===== src/rtl/lvds_ddr_rx_align.sv =====
// LVDS DDR receive alignment for the AD9643 path.
// Demultiplexes IDDR rise/fall words into channel A/B samples (optional swap
// and offset-binary to two's-complement), and trains the IDELAY tap by sweeping
// it against the ADC test pattern, then parks it at the centre of the eye.
module lvds_ddr_rx_align #(
  parameter int                    DATA_WIDTH    = 14,
  parameter int                    TAP_WIDTH     = 5,
  parameter int                    SETTLE_CYCLES = 16,
  parameter int                    CHECK_LEN     = 256,
  parameter logic [DATA_WIDTH-1:0] PATTERN_RISE  = 14'h2AAA,
  parameter logic [DATA_WIDTH-1:0] PATTERN_FALL  = 14'h1555
) (
  input  logic                  clk,
  input  logic                  rst,
  input  logic [DATA_WIDTH-1:0] data_rise,
  input  logic [DATA_WIDTH-1:0] data_fall,
  input  logic                  train_start,
  input  logic                  swap_ch,
  input  logic                  twos_comp,
  output logic [TAP_WIDTH-1:0]  tap_value,
  output logic                  tap_load,
  output logic [DATA_WIDTH-1:0] ch_a_data,
  output logic [DATA_WIDTH-1:0] ch_b_data,
  output logic                  data_valid,
  output logic                  locked,
  output logic                  train_fail,
  output logic                  busy
);

  localparam int CNT_MAX = (SETTLE_CYCLES > CHECK_LEN) ? SETTLE_CYCLES : CHECK_LEN;
  localparam int CNT_W   = $clog2(CNT_MAX + 1);
  localparam logic [CNT_W-1:0]     SETTLE_LAST = CNT_W'(SETTLE_CYCLES - 1);
  localparam logic [CNT_W-1:0]     CHECK_LAST  = CNT_W'(CHECK_LEN - 1);
  localparam logic [TAP_WIDTH-1:0] TAP_MAX     = {TAP_WIDTH{1'b1}};

  typedef enum logic [2:0] {
    S_IDLE, S_LOAD, S_SETTLE, S_CHECK, S_EVAL, S_CENTER, S_DONE, S_FAIL
  } state_e;

  state_e                 state_q;
  logic [TAP_WIDTH-1:0]   tap_q, first_q, last_q;
  logic                   tap_load_q, err_q, win_open_q, win_closed_q;
  logic                   locked_q, fail_q, busy_q, valid_q;
  logic [CNT_W-1:0]       cnt_q;
  logic [DATA_WIDTH-1:0]  ch_a_q, ch_b_q;

  logic [DATA_WIDTH-1:0]  ch_a_d, ch_b_d, msb_flip;
  logic                   mismatch;
  logic [TAP_WIDTH-1:0]   first_d, last_d, center_d;
  logic                   open_d, closed_d;
  logic [TAP_WIDTH:0]     tap_sum;

  // Sample selection/conversion, pattern compare and the window update EVAL commits
  always_comb begin
    // NOTE: every output of this block is assigned up front so no path leaves
    // a value unassigned, which would otherwise infer a latch.
    msb_flip = {twos_comp, {(DATA_WIDTH-1){1'b0}}};
    ch_a_d   = (swap_ch ? data_fall : data_rise) ^ msb_flip;
    ch_b_d   = (swap_ch ? data_rise : data_fall) ^ msb_flip;
    // Raw words are compared: swap and format conversion never affect training
    mismatch = (data_rise != PATTERN_RISE) || (data_fall != PATTERN_FALL);

    first_d  = first_q;
    last_d   = last_q;
    open_d   = win_open_q;
    closed_d = win_closed_q;
    if (!err_q) begin
      if (!win_open_q) begin
        first_d = tap_q;
        open_d  = 1'b1;
      end
      last_d = tap_q;
    end else if (win_open_q) begin
      // Only the first contiguous good window counts
      closed_d = 1'b1;
    end
    // Extra bit keeps the sum exact before halving (floor)
    tap_sum  = {1'b0, first_d} + {1'b0, last_d};
    center_d = tap_sum[TAP_WIDTH:1];
  end

  // Registered datapath: one cycle latency, valid follows lock by one cycle
  always_ff @(posedge clk) begin
    if (rst) begin
      ch_a_q  <= '0;
      ch_b_q  <= '0;
      valid_q <= 1'b0;
    end else begin
      // NOTE: state registers use non-blocking assignment so every flop samples
      // the pre-edge values, independent of statement order.
      ch_a_q  <= ch_a_d;
      ch_b_q  <= ch_b_d;
      valid_q <= locked_q;
    end
  end

  // Training FSM: tap sweep, window tracking and eye-centre parking
  always_ff @(posedge clk) begin
    if (rst) begin
      state_q      <= S_IDLE;
      tap_q        <= '0;
      tap_load_q   <= 1'b0;
      cnt_q        <= '0;
      err_q        <= 1'b0;
      first_q      <= '0;
      last_q       <= '0;
      win_open_q   <= 1'b0;
      win_closed_q <= 1'b0;
      locked_q     <= 1'b0;
      fail_q       <= 1'b0;
      busy_q       <= 1'b0;
    end else begin
      // The load strobe is raised on entry to LOAD/CENTER and lasts one cycle
      tap_load_q <= 1'b0;
      case (state_q)
        S_IDLE, S_DONE, S_FAIL: begin
          if (train_start) begin
            tap_q        <= '0;
            first_q      <= '0;
            last_q       <= '0;
            win_open_q   <= 1'b0;
            win_closed_q <= 1'b0;
            locked_q     <= 1'b0;
            fail_q       <= 1'b0;
            busy_q       <= 1'b1;
            tap_load_q   <= 1'b1;
            state_q      <= S_LOAD;
          end
        end
        S_LOAD: begin
          cnt_q   <= '0;
          state_q <= S_SETTLE;
        end
        S_SETTLE: begin
          if (cnt_q == SETTLE_LAST) begin
            cnt_q   <= '0;
            err_q   <= 1'b0;
            state_q <= S_CHECK;
          end else begin
            cnt_q <= cnt_q + CNT_W'(1);
          end
        end
        S_CHECK: begin
          err_q <= err_q | mismatch;
          if (cnt_q == CHECK_LAST) begin
            cnt_q   <= '0;
            state_q <= S_EVAL;
          end else begin
            cnt_q <= cnt_q + CNT_W'(1);
          end
        end
        S_EVAL: begin
          first_q      <= first_d;
          last_q       <= last_d;
          win_open_q   <= open_d;
          win_closed_q <= closed_d;
          tap_load_q   <= 1'b1;
          if (closed_d || (tap_q == TAP_MAX)) begin
            tap_q   <= open_d ? center_d : '0;
            state_q <= S_CENTER;
          end else begin
            tap_q   <= tap_q + TAP_WIDTH'(1);
            state_q <= S_LOAD;
          end
        end
        S_CENTER: begin
          busy_q <= 1'b0;
          if (win_open_q) begin
            locked_q <= 1'b1;
            state_q  <= S_DONE;
          end else begin
            fail_q  <= 1'b1;
            state_q <= S_FAIL;
          end
        end
        default: state_q <= S_IDLE;
      endcase
    end
  end

  assign tap_value  = tap_q;
  assign tap_load   = tap_load_q;
  assign ch_a_data  = ch_a_q;
  assign ch_b_data  = ch_b_q;
  assign data_valid = valid_q;
  assign locked     = locked_q;
  assign train_fail = fail_q;
  assign busy       = busy_q;

endmodule


===== config.mk =====
export PLATFORM = sky130hd
export DESIGN_NAME = lvds_ddr_rx_align
export DESIGN_NICKNAME = d
export VERILOG_FILES = /design/src/rtl/lvds_ddr_rx_align.sv
export SDC_FILE = /design/constraint.sdc
export NUM_CORES = 1
export LEC_CHECK = 0
export CORE_MARGIN = 2
export CORE_UTILIZATION = 50
export CTS_CLUSTER_SIZE = 8
export DETAILED_ROUTE_END_ITERATION = 10
export GPL_TIMING_DRIVEN = 1
export PLACE_DENSITY = 0.9
export SLEW_MARGIN = 20
export SYNTH_ARGS = -nofsm -noshare
export SYNTH_HDL_FRONTEND = slang
export SYNTH_SLANG_ARGS = --single-unit

===== constraint.sdc =====
create_clock -name clk -period 3.5 [get_ports clk]
set_clock_uncertainty 0.2 [all_clocks]
set_input_delay 0.7 -clock clk [delete_from_list [all_inputs] [get_ports clk]]
set_output_delay 0.7 -clock clk [all_outputs]
set_load 0.005 [all_outputs]

==> results of run 1 <==
[placed cells by master, fill, tap and decap left out, drive strengths merged, types with 4 or more instances in the layout]
| cell type | instances |
|---|---|
| and3 | 6 |
| nor2b | 5 |
| nand3 | 8 |
| ha | 9 |
| mux2 | 8 |
| mux2i | 28 |
| xor2 | 6 |
| nor3 | 6 |
| a22oi | 10 |
| clkdlybuf4s50 | 69 |
| a21oi | 14 |
| nand2b | 5 |
| a211oi | 5 |
| dfxtp | 63 |
| o21ai | 14 |
| nand2 | 19 |
| clkbuf | 12 |
| nor4 | 4 |
| nor2 | 61 |
| buf | 5 |
| inv | 8 |
[power by group]
part           internal [mW]  switching, mW
Clock                  0.387          0.289
Sequential             0.746         0.0220
Combinational          0.115         0.0950
Total                   1.25          0.406
[layer usage]
metal	up-vias	track usage [%]	part of all wire, %
li1	1350	-	-
met1	1246	26.6	43
met2	92	38.9	49
met3	10	8.79	6.6
met4	0	7.33	1.4
met5	-	0	0
[tightest hold or removal path, delay by kind of cell, from the launching register on]
family / cells / cell delay (ns)
compound gates: 1 / 0.05
flops: 1 / 0.31
simple gates: 1 / 0.09
[kinds of logic after synthesis]
| kind of cell | Yosys count |
|---|---|
| buffers and inverters | 26 |
| and+or+nand+nor | 128 |
| xor gates and xnor gates | 8 |
| AOI/OAI and AO/OA | 68 |
| adders and majority gates | 10 |
| muxes | 36 |
| DFF | 63 |
[area by class of cell]
| class | instances | area, um^2 |
|---|---|---|
| fillers | 476 | 1900 |
| multi-input cells | 250 | 1650 |
| flip-flops and latches | 63 | 1260 |
| repair buffers | 74 | 738 |
| clock buffers | 12 | 165 |
| well taps | 75 | 93.8 |
| clock inverters | 4 | 52.6 |
| inverters | 8 | 30.0 |
[path summary, 6_finish.rpt]
kind	slack, ns	startpoint	cells past startpoint	to
worst min-delay path	0.30	busy	2	busy
worst max-delay path	0.66	err_q	8	tap_value[4]
worst max register to register	0.66	err_q	8	tap_value[4]
worst min register to register	0.30	busy	2	busy
[metrics by stage]
step	power [mW]	utilization, %	setup slack (ns)	instance area (um^2)
2_1_floorplan	0.879	-	0.874	3020
3_3_place_gp	0.987	64.1	0.757	3770
3_5_place_dp	0.993	64.1	0.705	3770
4_1_cts	1.66	67.8	0.676	3990
5_1_grt	1.72	67.8	0.455	3990
6_report	1.65	67.8	0.657	3990
[flip-flops by register name, summed over array words and instances (netlist names), 3 cells and up]
name       cells
last_q         5
ch_b_data     14
first_q        5
state_q        3
cnt_q          9
tap_value      5
ch_a_data     14
==> run summary, run 1 <==
Post-DP HPWL -> 5.23 mm
Share of cells above drive strength 1 -> 8.27%
PostCTS Resize Cnt -> 0
Worst Setup Start Kind -> flop
CTS tree -> built
Synth top cells by count -> dfxtp_1, nor2_1, mux2i_1, nand2_1
Nets -> 449
Initial Util -> 51.3%
CP Class -> flop to flop
Number of synthesized flops with an enable pin -> 0
DR pass1 iterations -> 4
Largest net degree at the start of global routing -> 38
Largest area contributor in the netlist -> dfxtp_1
Multiplexer share of the synthesized area -> 12.3%
Average size of a mapped cell -> 8.91 um^2
Number of placement rows -> 28
# IOs -> 71
Cell Count Post-Placement -> 470
Routed wire length per instance -> 14.7 um
Most numerous cell in the Yosys netlist -> dfxtp_1
Area Growth Syn to Fin -> 32.1%
FMAX -> 0.352 GHz
CTS Buf Count -> 9
Setup bufs post-CTS -> 0
Final Instance Count excl. Fillers -> 486
Post-synth ARST share -> 0%
Main synth FF type -> dfxtp_1
Initial antenna violation count -> 0
Antenna-violating nets left -> 0
Synth top area cells -> dfxtp_1, mux2i_1, nor2_1, ha_1, mux2_2
Syn Nets -> 382
Setup crit end kind -> flop
Synthesized area -> 0.00302 mm^2
Grt total ovfl -> 0
Slew Limit Fails -> 0
Hold_buf cts -> 0
Critical-path top delay cell -> dfxtp_1
Max IR drop VDD -> 0.283 mV
Yosys cell types -> 50
Worst EP required -> 3.52 ns
Sink Count -> 63
Ant diodes -> 0
Final hold slack -> 0.296 ns
Worst path buffer plus inverter count -> 0
Largest family of logic cells by synthesized area -> simple AND/OR/NAND/NOR gates
Post-synthesis xor/xnor area fraction -> 2.32%
CTS H-tree lvls -> 3
Fin. Hold Viols -> 0
Status -> finished, final reports clean
Die Wd -> 81.7 um
Tightest Pin Transition -> 0.682 ns
First-pass GRT wire length -> 11.7 mm
Synth Area in Simple Gates -> 20.2%
Drt drc -> 0
Pleak -> 1.62 nW
Max incr delay on CP -> 0.44 ns
Delay-heaviest family, CP -> compound AO/OA/AOI/OAI gates
Register bit total from synthesis -> 63
Synthesized netlist cell count -> 339
Final setup fails -> 0
Synth Area in Compound Gates -> 15.4%
Synth Warn # -> 0
CORE AREA -> 0.00589 mm^2
Vias -> 2,698
Die height -> 81.7 um
Critical path peak fanout -> 14
First-iteration detailed-routing DRC count -> 157
Total Die Area -> 0.00668 mm^2
RePlAce Congestion -> 0.927
Clock transition at the registers of the reported paths -> 0.07 ns
IO buf count -> 70
DR vias/cell -> 5.55
Clk_lat worst skew -> 0.35 ns
Total wire length after detailed routing -> 7.15 mm
All-Layer GR Usage -> 22.9%
Minimum clock period -> 2.84 ns
Post-Synth Adder-Cell Area -> 4.39%
Crit path cell chain -> nor2_1 -> mux2_2 -> ha_1 -> a21oi_1 -> o21a_1 -> o31ai_1 -> a222oi_1 -> a211oi_1
Maxcap violations -> 0
Root Buffer -> clkbuf_8
Power Dens Cells -> 415 mW/mm^2
Number of global-route vias before repair -> 2,548
Worst EP arrival -> 2.86 ns
Hold Path Class -> flop to flop
Post-synthesis sequential area ratio -> 41.8%
Clock buffer depth -> 2
RSZ-0062 raised after global routing -> no
Post-synth top area share -> 41.8%
Setup TNS -> 0 ns
Final period util -> 81.2%
Max-slew headroom -> 54.4%
(Power assumes the default switching activity.)
==> run 2, diff against run 1 <==
--- a/config.mk
+++ b/config.mk
@@ -6,11 +6,11 @@
 export NUM_CORES = 1
 export LEC_CHECK = 0
 export CORE_MARGIN = 2
-export CORE_UTILIZATION = 50
+export CORE_UTILIZATION = 45
 export CTS_CLUSTER_SIZE = 8
 export DETAILED_ROUTE_END_ITERATION = 10
 export GPL_TIMING_DRIVEN = 1
-export PLACE_DENSITY = 0.9
+export PLACE_DENSITY = 0.86
 export SLEW_MARGIN = 20
 export SYNTH_ARGS = -nofsm -noshare
 export SYNTH_HDL_FRONTEND = slang
==> constraint.sdc (replaced) <==
create_clock -name clk -period 2.3 [get_ports clk]
set_clock_uncertainty 0.2 [all_clocks]
set_input_delay 0.46 -clock clk [delete_from_list [all_inputs] [get_ports clk]]
set_output_delay 0.46 -clock clk [all_outputs]
set_load 0.005 [all_outputs]
==> run 2 against run 1 <==
The run now ends with setup timing left. Die area is 11% higher. Design area is 10% higher. Flip-flop and latch count did not move. Combinational power is 80% higher. Sequential power rose by 50%. Utilization up 0.71 points. Fmax rose by 23%. Largest power group unchanged.
==> run summary, run 2 (synthesis gave the netlist of run 1 again) <==
Clock transition at the registers of the reported paths -> 0.08 ns (about the same)
Pleak -> 1.81 nW (+11%)
Max incr delay on CP -> 0.40 ns (-0.04 ns)
Placed Area -> 0.00398 mm^2 (+5.6%)
Final period util -> 100% (+19 points)
Largest net degree at the start of global routing -> 33 (-13%)
Grt total ovfl -> 0 (unchanged)
Antenna-violating nets left -> 0 (unchanged)
Initial Util -> 47.0% (-4.3 points)
Worst EP arrival -> 2.33 ns (-0.53 ns)
Hold Path Class -> flop to flop
Flop pwr share -> 43.6% (-2.8 points)
Slew Limit Fails -> 0 (unchanged)
Critical-path top delay cell -> fa_2
# IOs -> 71 (unchanged)
Share of cells above drive strength 1 -> 19.5% (+11 points)
FMAX -> 0.433 GHz (+23%)
Sw frac -> 25.0% (+0.45 points)
Final hold slack -> 0.291 ns (-0.00540 ns)
Status -> complete, but fails checks
DR pass1 iterations -> 5 (+1)
RePlAce Congestion -> 0.896 (-3.4%)
Die height -> 85.9 um (+5.1%)
Ant diodes -> 0 (unchanged)
CTS H-tree lvls -> 3 (unchanged)
Tightest Pin Transition -> 0.434 ns (-0.248 ns)
CORE AREA -> 0.00642 mm^2 (+9.1%)
Nets -> 480 (+6.9%)
Comb power frac -> 14.3% (+1.6 points)
Max IR drop VDD -> 0.375 mV (+32%)
First-iteration detailed-routing DRC count -> 249 (+59%)
First-pass GRT wire length -> 13.4 mm (+14%)
Delay-heaviest family, CP -> compound AO/OA/AOI/OAI gates
Routed wire length per instance -> 16.3 um (+10%)
Total wire length after detailed routing -> 8.44 mm (+18%)
Drt drc -> 0 (unchanged)
Fin. Hold Viols -> 0 (unchanged)
CTS tree -> built
Switch Pwr -> 660 uW (+63%)
Power Dens Cells -> 600 mW/mm^2 (+45%)
Worst path buffer plus inverter count -> 2 (+2)
Root Buffer -> clkbuf_8
All-Layer GR Usage -> 23.0% (+0.12 points)
Number of global-route vias before repair -> 2,963 (+16%)
Number of placement rows -> 29 (+3.6%)
GR peak layer -> met2
Final setup fails -> 1 (+1)
CP Class -> flop to flop
Final Cell Area -> 0.00440 mm^2 (+10%)
Critical path peak fanout -> 4 (-10)
Setup TNS -> -0.00799 ns (-0.00799 ns)
Met1 usage -> 25.6% (-0.97 points)
DR vias/cell -> 5.75 (+3.6%)
Sink Count -> 63 (unchanged)
Most common cell after layout, fill and taps aside -> clkdlybuf4s50_1
Die Wd -> 85.9 um (+5.1%)
Post-DP HPWL -> 5.54 mm (+5.9%)
Area Growth Syn to Fin -> 45.7%
Clock buffer depth -> 2 (unchanged)
Failing checks -> setup timing
Clock network power share -> 42.1% (+1.2 points)
Vias -> 2,986 (+11%)
Crit path cell chain -> buf_4 -> nor2b_1 -> a32oi_2 -> inv_2 -> fa_2 -> a21o_1 -> a21oi_2 -> xnor2_1 -> a221oi_2 -> a211oi_2
CTS Buf Count -> 9 (unchanged)
Hold_buf cts -> 0 (unchanged)
Pre-CTS setup slack -> -0.114 ns (-0.819 ns)
P_int -> 1.98 mW (+59%)
Initial antenna violation count -> 0 (unchanged)
RSZ-0062 raised after global routing -> yes
Worst Setup Start Kind -> flop
Met2 GRT Util -> 38.4% (-0.45 points)
Max-slew headroom -> 70.7% (+16 points)
Maxcap violations -> 0 (unchanged)
Worst EP required -> 2.32 ns (-1.20 ns)
IO buf count -> 70 (unchanged)
Grt met3 use -> 10.0% (+1.2 points)
Total Die Area -> 0.00738 mm^2 (+11%)
Clk_lat worst skew -> 0.34 ns (about the same)
Setup crit end kind -> flop
Slack of the critical path -> -0.00799 ns (-0.665 ns)
Most frequent cells in the layout -> clkdlybuf4s50_1, nor2_1, dfxtp_1, buf_4, mux2i_1
Minimum clock period -> 2.31 ns (-0.535 ns)
-- run 2: cell count changes in the layout (fill, tap and decap cells not counted), sizes merged --
cell and delta:
bufinv +1, clkinvlp -1, clkbuf -2, clkinv +1, buf +31, inv +1
-- run 2: final timing paths --
| check | from | to | slack [ns] | cells after the start |
|---|---|---|---|---|
| max | err_q | tap_value[3] | -0.008 | 10 |
| min | cnt_q[1] | cnt_q[1] | 0.29 | 2 |
| max reg2reg | err_q | tap_value[3] | -0.008 | 10 |
| min reg2reg | cnt_q[1] | cnt_q[1] | 0.29 | 2 |
-- run 2: worst reg2reg max path, stage by stage (launching register included) --
cell and delay [ns]:
dfxtp_4 0.38, buf_4 0.13, nor2b_1 0.05, a32oi_2 0.22
inv_2 0.08, fa_2 0.40, a21o_1 0.18, a21oi_2 0.16
xnor2_1 0.10, a221oi_2 0.26, a211oi_2 0.05
-- run 2: timing repair --
action,4_1_cts,5_1_grt
setup buffers,4,3
pin swaps,9,8
gates cloned,0,0
gates resized for setup,12,15
setup endpoints to repair,4,8
-- run 2: final cells by class --
type	instances	area, um^2
flip-flops and latches	63	1270
fillers	444	2020
inverters	8	30.0
repair buffers	105	975
clock inverters	6	92.6
well taps	77	96.3
multi-input cells	250	1800
clock buffers	10	138
-- run 2: layer usage --
metal / share of wire [%] / up-vias
met1: 40 / 1384
met4: 2.0 / 0
met5: 0 / -
met2: 48 / 169
li1: - / 1414
met3: 10 / 19
-- run 2: power groups by stage --
| stage | Clock [mW] | Combinational (mW) | Sequential (mW) |
|---|---|---|---|
| floorplan | 0 | 0.159 | 1.18 |
| global placement | 0 | 0.353 | 1.18 |
| detailed placement | 0 | 0.361 | 1.18 |
| CTS | 1.12 | 0.371 | 1.15 |
| global route | 1.18 | 0.408 | 1.16 |
| finish | 1.11 | 0.377 | 1.15 |
-- run 2: through the flow --
stage | util, % | cells | power [mW]
4_1_cts | 67.1 | 516 | 2.64
6_report | 68.5 | 519 | 2.64
3_3_place_gp | 62.0 | 496 | 1.53
2_1_floorplan | - | 339 | 1.34
3_5_place_dp | 62.0 | 496 | 1.54
5_1_grt | 68.5 | 519 | 2.74
==> run 3, diff against run 2 <==
--- a/config.mk
+++ b/config.mk
@@ -6,11 +6,11 @@
 export NUM_CORES = 1
 export LEC_CHECK = 0
 export CORE_MARGIN = 2
-export CORE_UTILIZATION = 45
+export CORE_UTILIZATION = 50
 export CTS_CLUSTER_SIZE = 8
 export DETAILED_ROUTE_END_ITERATION = 10
 export GPL_TIMING_DRIVEN = 1
-export PLACE_DENSITY = 0.86
+export PLACE_DENSITY = 0.9
 export SLEW_MARGIN = 20
 export SYNTH_ARGS = -nofsm -noshare
 export SYNTH_HDL_FRONTEND = slang
==> constraint.sdc (replaced) <==
create_clock -name clk -period 2.8 [get_ports clk]
set_clock_uncertainty 0.2 [all_clocks]
set_input_delay 0.56 -clock clk [delete_from_list [all_inputs] [get_ports clk]]
set_output_delay 0.56 -clock clk [all_outputs]
set_load 0.005 [all_outputs]
==> run 3 against run 2 <==
The run now ends clean. First-iteration DRC count fell by 12%. Count of clock-buffer cells in the layout did not move. Via count fell by 6.7%. Critical endpoint unchanged. Largest power group unchanged.
==> run summary, run 3 (synthesis gave the netlist of run 1 again) <==
First-pass GRT wire length -> 12.6 mm (-6.3%)
Total Die Area -> 0.00668 mm^2 (-9.5%)
RePlAce Congestion -> 0.893 (-0.30%)
Slew Limit Fails -> 0 (unchanged)
Fill count -> 467 (+5.2%)
Nets -> 454 (-5.4%)
Share of cells above drive strength 1 -> 9.86% (-9.6 points)
Die height -> 81.7 um (-4.9%)
CTS Buf Count -> 9 (unchanged)
Critical path peak fanout -> 10 (+6)
Reg-to-reg startpoint -> err_q
Clock buffer depth -> 2 (unchanged)
Hold EP -> last_q[0]
Most frequent cells in the layout -> clkdlybuf4s50_1, dfxtp_1, nor2_1, mux2i_1, nand2_1
Final period util -> 93.4% (-6.9 points)
Largest net degree at the start of global routing -> 24 (-27%)
Ant diodes -> 0 (unchanged)
# IOs -> 71 (unchanged)
Setup crit end kind -> flop
All-Layer GR Usage -> 24.8% (+1.8 points)
IO buf count -> 70 (unchanged)
Worst Setup Start Kind -> flop
Total wire length after detailed routing -> 7.58 mm (-10%)
Hold Path Class -> flop to flop
Most common cell after layout, fill and taps aside -> clkdlybuf4s50_1
Antenna-violating nets left -> 0 (unchanged)
Worst EP arrival -> 2.64 ns (+0.31 ns)
Tightest Pin Transition -> 0.716 ns (+0.282 ns)
Clock transition at the registers of the reported paths -> 0.07 ns (about the same)
Vias -> 2,787 (-6.7%)
Pleak -> 1.65 nW (-8.5%)
R2r endpoint -> tap_value[3]
Reg2reg setup slack -> 0.18 ns (+0.19 ns)
Setup bufs post-CTS -> 0 (-4)
Minimum clock period -> 2.62 ns (+0.307 ns)
Status -> finished, final reports clean
CP startpoint -> err_q
Total chip power -> 2.14 mW (-19%)
Grt total ovfl -> 0 (unchanged)
FMAX -> 0.382 GHz (-12%)
Setup TNS -> 0 ns (+0.00799 ns)
DR pass1 iterations -> 5 (unchanged)
Sink Count -> 63 (unchanged)
RSZ-0062 raised after global routing -> no
Area Growth Syn to Fin -> 33.6%
Final setup fails -> 0 (-1)
Number of placement rows -> 28 (-3.4%)
Reg2Reg Depth -> 8 (-2)
Slack of the critical path -> 0.185 ns (+0.193 ns)
WHS Path Cells -> 2 (unchanged)
Initial Util -> 51.3% (+4.3 points)
Die Wd -> 81.7 um (-4.9%)
Hold path startpoint -> last_q[0]
CORE AREA -> 0.00589 mm^2 (-8.4%)
Maxcap violations -> 0 (unchanged)
Max-slew headroom -> 52.1% (-19 points)
Clk_lat worst skew -> 0.35 ns (about the same)
Pre-CTS setup slack -> 0.117 ns (+0.231 ns)
Number of global-route vias before repair -> 2,661 (-10%)
CTS H-tree lvls -> 3 (unchanged)
Max IR drop VDD -> 0.372 mV (-0.87%)
Worst EP required -> 2.83 ns (+0.51 ns)
CTS tree -> built
DR vias/cell -> 5.68 (-1.3%)
Root Buffer -> clkbuf_8
Initial antenna violation count -> 0 (unchanged)
Fin. Hold Viols -> 0 (unchanged)
Post-DP HPWL -> 5.30 mm (-4.2%)
CP Class -> flop to flop
First-iteration detailed-routing DRC count -> 219 (-12%)
Drt drc -> 0 (unchanged)
Routed wire length per instance -> 15.4 um (-5.0%)
Power Dens Cells -> 531 mW/mm^2 (-12%)
run 3: final cells by class:
class	instances	area, um^2	share of cell area [%]
clock inverter	6	92.6	2.30
timing repair buffer	79	763	18.9
inverter	8	30.0	0.745
clock buffer	10	138	3.41
tap	75	93.8	2.33
sequential	63	1260	31.3
multi-input combinational	250	1650	41.0
run 3: report_power, final:
part	total (mW)	switching [mW]	leakage, nW	internal [mW]
clock	0.910	0.381	0.109	0.529
sequential	0.952	0.0200	0.516	0.932
combinational	0.278	0.130	1.03	0.148
total	2.14	0.531	1.65	1.61
run 3: critical path: stages (launching register included):
cell      delay [ns]
dfxtp_1         0.40
nor2_2          0.26
mux2_2          0.41
fa_1            0.46
a21o_1          0.17
a21oi_1         0.17
xnor2_1         0.08
a221oi_1        0.26
a211oi_1        0.09
run 3: metal layers:
metal | part of all wire (%) | GRT usage (%) | vias up
li1 | - | - | 1360
met3 | 5.8 | 7.80 | 13
met1 | 43 | 29.5 | 1299
met5 | 0 | 0 | -
met4 | 2.1 | 8.83 | 0
met2 | 49 | 42.0 | 115
run 3: worst max-delay path by stage:
| stage | end | slack, ns | cells past startpoint |
|---|---|---|---|
| after floorplan | tap_value[3] | 0.17 | 9 |
| after global placement | tap_value[3] | 0.15 | 8 |
| after detailed placement | tap_value[3] | 0.12 | 8 |
| after CTS | tap_value[3] | 0.09 | 8 |
| after global routing | tap_value[3] | 0.05 | 8 |
| final | tap_value[3] | 0.18 | 8 |
run 3: metrics by stage:
| step | std cells | cell area [um^2] | util, % | hold WS [ns] |
|---|---|---|---|---|
| 3_5_place_dp | 475 | 3800 | 64.5 | 0.287 |
| 3_3_place_gp | 475 | 3800 | 64.5 | 0.273 |
| 4_1_cts | 491 | 4030 | 68.4 | 0.302 |
| 2_1_floorplan | 339 | 3020 | - | 0.254 |
| 5_1_grt | 491 | 4030 | 68.5 | 0.320 |
| 6_report | 491 | 4030 | 68.5 | 0.301 |
run 3: what timing repair did:
action,CTS,global route
gates resized for setup,0,2
endpoints found under the setup margin,0,3
hold buffers,0,0
